`config.mk`:
```
export PLATFORM = sky130hd
export DESIGN_NAME = lwc_post_processor
export DESIGN_NICKNAME = d
export VERILOG_FILES = /design/src/rtl/lwc_pp_pkg.sv /design/src/rtl/lwc_post_processor.sv
export SDC_FILE = /design/constraint.sdc
export NUM_CORES = 1
export LEC_CHECK = 0
export BUFFER_PORTS_ARGS = -buffer_cell sky130_fd_sc_hd__buf_2
export CORE_MARGIN = 3
export CORE_UTILIZATION = 45
export DETAILED_ROUTE_END_ITERATION = 16
export MAX_ROUTING_LAYER = met4
export PLACE_DENSITY = 0.74
export SETUP_SLACK_MARGIN = 0.3
export SYNTH_ARGS = -nofsm -noshare
export SYNTH_HDL_FRONTEND = slang
export SYNTH_SLANG_ARGS = --single-unit
```
`constraint.sdc`:
```
create_clock -name clk -period 2.5 [get_ports clk]
set_input_delay 0.25 -clock clk [delete_from_list [all_inputs] [get_ports clk]]
set_output_delay 0.25 -clock clk [all_outputs]
set_load 0.02 [all_outputs]
```
`src/rtl/lwc_pp_pkg.sv`:
```
// Shared constants, FSM state encoding and byte-mask helper for lwc_post_processor.
package lwc_pp_pkg;

  localparam logic [3:0] OP_ENC   = 4'h2;
  localparam logic [3:0] OP_DEC   = 4'h3;
  localparam logic [3:0] TYPE_PT  = 4'h4;
  localparam logic [3:0] TYPE_CT  = 4'h5;
  localparam logic [3:0] TYPE_TAG = 4'h8;

  localparam logic [31:0] STATUS_SUCCESS = 32'hE000_0000;
  localparam logic [31:0] STATUS_FAILURE = 32'hF000_0000;

  localparam int HDR_TYPE_MSB = 31;
  localparam int HDR_TYPE_LSB = 28;
  localparam int HDR_EOI      = 26;
  localparam int HDR_EOT      = 25;
  localparam int HDR_LAST     = 24;
  localparam int HDR_LEN_MSB  = 15;

  typedef enum logic [2:0] {
    ST_IDLE      = 3'd0,
    ST_RD_HDR    = 3'd1,
    ST_WR_HDR    = 3'd2,
    ST_DATA      = 3'd3,
    ST_TAG_HDR   = 3'd4,
    ST_TAG       = 3'd5,
    ST_WAIT_AUTH = 3'd6,
    ST_STATUS    = 3'd7
  } pp_state_e;

  // vb[3] qualifies the most significant byte, vb[0] the least significant one.
  function automatic logic [31:0] byte_mask(input logic [31:0] data, input logic [3:0] vb);
    logic [31:0] res;
    res = 32'h0000_0000;
    for (int i = 0; i < 4; i++) begin
      res[8*i +: 8] = vb[i] ? data[8*i +: 8] : 8'h00;
    end
    return res;
  endfunction

endpackage

```
`src/rtl/lwc_post_processor.sv`:
```
// LWC post-processor: rebuilds output headers, forwards core data/tag, appends status.
// Build option: define LWC_PP_BYTE_MASK_EN to zero invalid bytes of data words.
module lwc_post_processor
  import lwc_pp_pkg::*;
#(
  parameter int W         = 32,
  parameter int TAG_WORDS = 2
) (
  input  logic         clk,
  input  logic         rst,
  input  logic [W-1:0] cmd,
  input  logic         cmd_valid,
  output logic         cmd_ready,
  input  logic [W-1:0] bdo,
  input  logic         bdo_valid,
  output logic         bdo_ready,
  input  logic [3:0]   bdo_valid_bytes,
  input  logic         end_of_block,
  input  logic         msg_auth,
  input  logic         msg_auth_valid,
  output logic         msg_auth_ready,
  output logic [W-1:0] do_data,
  output logic         do_valid,
  input  logic         do_ready,
  output logic         do_last
);

  localparam int          TCW       = (TAG_WORDS > 1) ? $clog2(TAG_WORDS) : 1;
  localparam logic [15:0] TAG_BYTES = 16'(TAG_WORDS * 4);

  pp_state_e      state_q, state_d;
  logic           enc_q, enc_d;
  logic           auth_q, auth_d;
  logic           active_q;
  logic [27:0]    hdr_q, hdr_d;
  logic [15:0]    len_q, len_d;
  logic [TCW-1:0] tag_cnt_q, tag_cnt_d;

  logic [W-1:0]   wr_hdr_s;
  logic [W-1:0]   tag_hdr_s;
  logic [W-1:0]   data_out_s;
  logic           bdo_fire_s;
  pp_state_e      after_data_s;

  assign wr_hdr_s = {(enc_q ? TYPE_CT : TYPE_PT), hdr_q[27], hdr_q[HDR_EOI] & ~enc_q,
                     hdr_q[HDR_EOT], hdr_q[HDR_LAST] & ~enc_q, hdr_q[23:0]};
  assign tag_hdr_s  = {TYPE_TAG, 1'b0, 1'b1, 1'b1, 1'b1, 8'h00, TAG_BYTES};
  assign bdo_fire_s = bdo_valid & do_ready;
  assign after_data_s = enc_q ? ST_TAG_HDR : ST_WAIT_AUTH;

`ifdef LWC_PP_BYTE_MASK_EN
  assign data_out_s = byte_mask(bdo, bdo_valid_bytes);
  logic unused_s;
  assign unused_s = end_of_block;
`else
  assign data_out_s = bdo;
  logic unused_s;
  assign unused_s = ^{end_of_block, bdo_valid_bytes};
`endif

  // active_q keeps every ready low for the first cycle after reset.
  always_ff @(posedge clk) begin
    if (rst) begin
      state_q   <= ST_IDLE;
      enc_q     <= 1'b0;
      auth_q    <= 1'b0;
      active_q  <= 1'b0;
      hdr_q     <= 28'h0;
      len_q     <= 16'h0;
      tag_cnt_q <= '0;
    end else begin
      state_q   <= state_d;
      enc_q     <= enc_d;
      auth_q    <= auth_d;
      active_q  <= 1'b1;
      hdr_q     <= hdr_d;
      len_q     <= len_d;
      tag_cnt_q <= tag_cnt_d;
    end
  end

  // Next-state, counters and output mux.
  always_comb begin
    state_d        = state_q;
    enc_d          = enc_q;
    auth_d         = auth_q;
    hdr_d          = hdr_q;
    len_d          = len_q;
    tag_cnt_d      = tag_cnt_q;
    cmd_ready      = 1'b0;
    bdo_ready      = 1'b0;
    msg_auth_ready = 1'b0;
    do_valid       = 1'b0;
    do_last        = 1'b0;
    do_data        = '0;
    case (state_q)
      ST_IDLE: begin
        cmd_ready = active_q;
        if (cmd_valid && active_q) begin
          if (cmd[HDR_TYPE_MSB:HDR_TYPE_LSB] == OP_ENC) begin
            enc_d   = 1'b1;
            state_d = ST_RD_HDR;
          end else if (cmd[HDR_TYPE_MSB:HDR_TYPE_LSB] == OP_DEC) begin
            enc_d   = 1'b0;
            state_d = ST_RD_HDR;
          end else begin
            state_d = ST_IDLE;
          end
        end else begin
          state_d = ST_IDLE;
        end
      end
      ST_RD_HDR: begin
        cmd_ready = 1'b1;
        if (cmd_valid) begin
          hdr_d   = cmd[27:0];
          len_d   = cmd[HDR_LEN_MSB:0];
          state_d = ST_WR_HDR;
        end else begin
          state_d = ST_RD_HDR;
        end
      end
      ST_WR_HDR: begin
        do_valid = 1'b1;
        do_data  = wr_hdr_s;
        if (do_ready) begin
          state_d = (len_q != 16'h0) ? ST_DATA : after_data_s;
        end else begin
          state_d = ST_WR_HDR;
        end
      end
      ST_DATA: begin
        bdo_ready = do_ready;
        do_valid  = bdo_valid;
        do_data   = data_out_s;
        // Short final word: counter saturates at zero instead of wrapping.
        if (bdo_fire_s) begin
          if (len_q <= 16'd4) begin
            len_d   = 16'h0;
            state_d = after_data_s;
          end else begin
            len_d   = len_q - 16'd4;
          end
        end else begin
          state_d = ST_DATA;
        end
      end
      ST_TAG_HDR: begin
        do_valid = 1'b1;
        do_data  = tag_hdr_s;
        if (do_ready) begin
          tag_cnt_d = '0;
          state_d   = ST_TAG;
        end else begin
          state_d   = ST_TAG_HDR;
        end
      end
      ST_TAG: begin
        bdo_ready = do_ready;
        do_valid  = bdo_valid;
        do_data   = bdo;
        if (bdo_fire_s) begin
          if (tag_cnt_q == TCW'(TAG_WORDS - 1)) begin
            tag_cnt_d = '0;
            state_d   = ST_STATUS;
          end else begin
            tag_cnt_d = tag_cnt_q + TCW'(1);
          end
        end else begin
          state_d = ST_TAG;
        end
      end
      ST_WAIT_AUTH: begin
        msg_auth_ready = 1'b1;
        if (msg_auth_valid) begin
          auth_d  = msg_auth;
          state_d = ST_STATUS;
        end else begin
          state_d = ST_WAIT_AUTH;
        end
      end
      ST_STATUS: begin
        do_valid = 1'b1;
        do_last  = 1'b1;
        do_data  = (enc_q || auth_q) ? STATUS_SUCCESS : STATUS_FAILURE;
        if (do_ready) begin
          state_d = ST_IDLE;
        end else begin
          state_d = ST_STATUS;
        end
      end
      default: begin
        state_d = ST_IDLE;
      end
    endcase
  end

endmodule

```
==> impl_metrics.ini <==
[sta]
period_share = 0.846
post-route-min-period_ps = 2120
setup-tns-final_ps = 0
final-hold-violation-count = 0
finClkSkew_ps = 9.31
rsz0062_at_grt = true
holdWs_ps = 107
max_freq_mhz = 473
worst_pin_slew_ps = 530
setup_viol = 0
slew-limit-headroom = 0.646
slew_viol_final = 0

[drt]
wirelength_um = 8650
wl_per_cell_um = 15.6
vias = 3205
drt_drc_violations_left = 0
first_pass_iters = 5
ant_nets = 0
dr.first_iter.drc_count = 244
viasPerCell = 5.79

[placement]
gp_congestion = 0.852
port_buffers = 107
place_hpwl_um = 6310

[pwr]
p_leak_uw = 0.00155
p_per_area_nw_per_um2 = 406
p_sw_uw = 364
p_int_uw = 1110
swShare = 0.248
pwr-share-comb = 0.087
seqPwrFrac = 0.558
ir_worst_vdd_mv = 0.278
clock_power_share = 0.354

[global_route]
grt_util_met3 = 0.0355
grt_max_degree = 38
grt.busiest_layer = met2
gr-usage-met2 = 0.398
grt_usage = 0.242
grt_pass1_wl_um = 14200
globalRouteMet1Util = 0.310
grt_pass1_vias = 3015
grt_antenna_before_repair = 0
overflow = 0

[synthesis]
syn_nets = 457
synth_flop_cell = dfxtp_1
ys_seq_elements = 51
yosysUniqueCellTypes = 54
ys_warn_count = 0
postSynthCellCount = 378
synth.avg_cell_area_um2 = 7.54
async_flop_share = 0
netlist_area_um2 = 2850
synth_edf_count = 0
ys_seq_area_frac = 0.358

[critical_path]
worstPathMaxFanout = 8
slowest_stage = or4_1
critical_path.max_stage_delay_ps = 610
worst_path_most_repeated_cell = a21oi_1
critPathCaptureType = register
criticalPathCategory = reg2reg
critPathLaunchType = register
rrSetupSlack_ps = 380
reg2reg_depth = 6
crit_chain = or4_1 -> nor4_4 -> buf_4 -> a21oi_1 -> nor4_1 -> a21oi_1
arrival_ps = 2310
cp_data_required_time_ps = 2700

[floorplanning]
die-width_um = 85.6
io-pin-count = 113
core_area_um2 = 6030
die_h_um = 85.6
num_rows = 28
die-area_um2 = 7320
start_util = 0.473

[clocking]
cts_tree = done
cts.sinks = 51
insertion_delay_ps = 310
htreeDepth = 2
cts_max_path_buffers = 2
clockRootBuffer = clkbuf_8
cts-buffers-inserted = 5
cts.reportedPaths.clkPinSlew_ps = 90

[layout]
mostFrequentLayoutCell = buf_2
drive_above_1_share = 0.299
nets = 557
final_cell_mix = buf_2 (107), nand2_1 (73), dfxtp_1 (51), a21oi_1 (46), a22o_1 (25)
area_delta_synth_final_pct = 27.0
fillCellCount = 569
diodes = 0

[run_status]
outcome = completed

[hold_path]
hold_path_class = in2reg
whs_path_depth = 2

[flow_run]
drv_cap = 0
[area by class of cell]
class	instances	area (um^2)	share of cell area
inverter	9	33.8	0.00934
multi-input combinational	288	1700	0.471
clock inverter	2	16.3	0.00450
timing repair buffer	123	667	0.184
sequential	51	1020	0.282
clock buffer	6	82.6	0.0228
tap	75	93.8	0.0259
[synth_stat cells, types with 3 or more instances]
master,n,area [um^2]
nor3_1,17,85.1
a221oi_1,4,35.0
clkbuf_1,22,82.6
a22o_1,25,219
a32oi_1,3,26.3
o21ai_0,10,50.1
a21boi_0,3,22.5
o211ai_1,4,30.0
nand4_1,3,18.8
a21oi_1,46,230
buf_2,3,15.0
a211oi_1,3,22.5
ha_1,3,37.5
a21o_1,3,22.5
nand2_1,74,278
a22oi_1,3,22.5
nor4_1,4,25.0
o21a_1,3,22.5
nor2_1,23,86.3
a31oi_1,9,56.3
nor2b_1,3,18.8
nand3_1,12,60.1
dfxtp_1,51,1020
buf_1,3,11.3
inv_1,8,30.0
[power by group through the flow]
stage	combinational [uW]	clock (uW)	sequential [uW]
after CTS	125	528	820
after floorplan	51.2	0	838
after global routing	142	559	821
after detailed placement	124	0	839
after global placement	122	0	839
final	129	521	821
[cell families (layout without fill, tap and decap cells)]
group | count (synthesis) | in the layout | share of synthesized area
and+or+nand+nor | 151 | 151 | 0.248
DFF | 51 | 51 | 0.358
adders and majority gates | 3 | 3 | 0.0132
buffers and inverters | 39 | 140 | 0.0558
muxes | 1 | 1 | 0.00351
AOI/OAI and AO/OA | 131 | 131 | 0.315
xor gates and xnor gates | 2 | 2 | 0.00615
[path summary, 6_finish.rpt]
path                           from                 endpoint
max           len_q[4]$_SDFFE_PP0P_  state_q[1]$_SDFFE_PP0P_
max reg2reg   len_q[4]$_SDFFE_PP0P_  state_q[1]$_SDFFE_PP0P_
min reg2reg  hdr_q[25]$_SDFFE_PP0P_   hdr_q[25]$_SDFFE_PP0P_
min                         cmd[28]       enc_q$_SDFFE_PP0P_
[flip-flops by register name, summed over array words and instances, names as in the netlist]
name and flops:
len_q 16, enc_q 1, state_q 3, active_q 1, tag_cnt_q 1, hdr_q 28, auth_q 1
[metal layers]
layer,share of wire,up-vias
met5,0,-
met4,0.0089,0
met3,0.073,9
met2,0.50,136
met1,0.42,1474
li1,-,1586
[worst max-delay path: cells and delay by family (launching register included)]
kind                   cells  cell delay (ps)
AND/OR/NAND/NOR            3             1160
flip-flops                 1              390
AO/OA/AOI/OAI              2              260
buffers and inverters      1              180
[through the flow]
| stage | cells | worst slack (ps) | util | cell area, um^2 | total power (uW) |
|---|---|---|---|---|---|
| after floorplan | 378 | 551 | - | 2850 | 889 |
| after global placement | 544 | 396 | 0.577 | 3480 | 961 |
| after detailed placement | 544 | 363 | 0.577 | 3480 | 964 |
| after CTS | 552 | 307 | 0.595 | 3580 | 1470 |
| after global routing | 554 | 288 | 0.600 | 3620 | 1520 |
| final | 554 | 384 | 0.600 | 3620 | 1470 |
[timing repair]
action                                  in CTS  in global routing
setup buffers                                0                  2
endpoints found under the hold margin        0                  0
hold buffers                                 0                  0
pin swaps                                    0                  1
resized for setup                            2                  5
endpoints found under the setup margin      19                 37
Note: power is estimated with default switching activity, not from simulation.
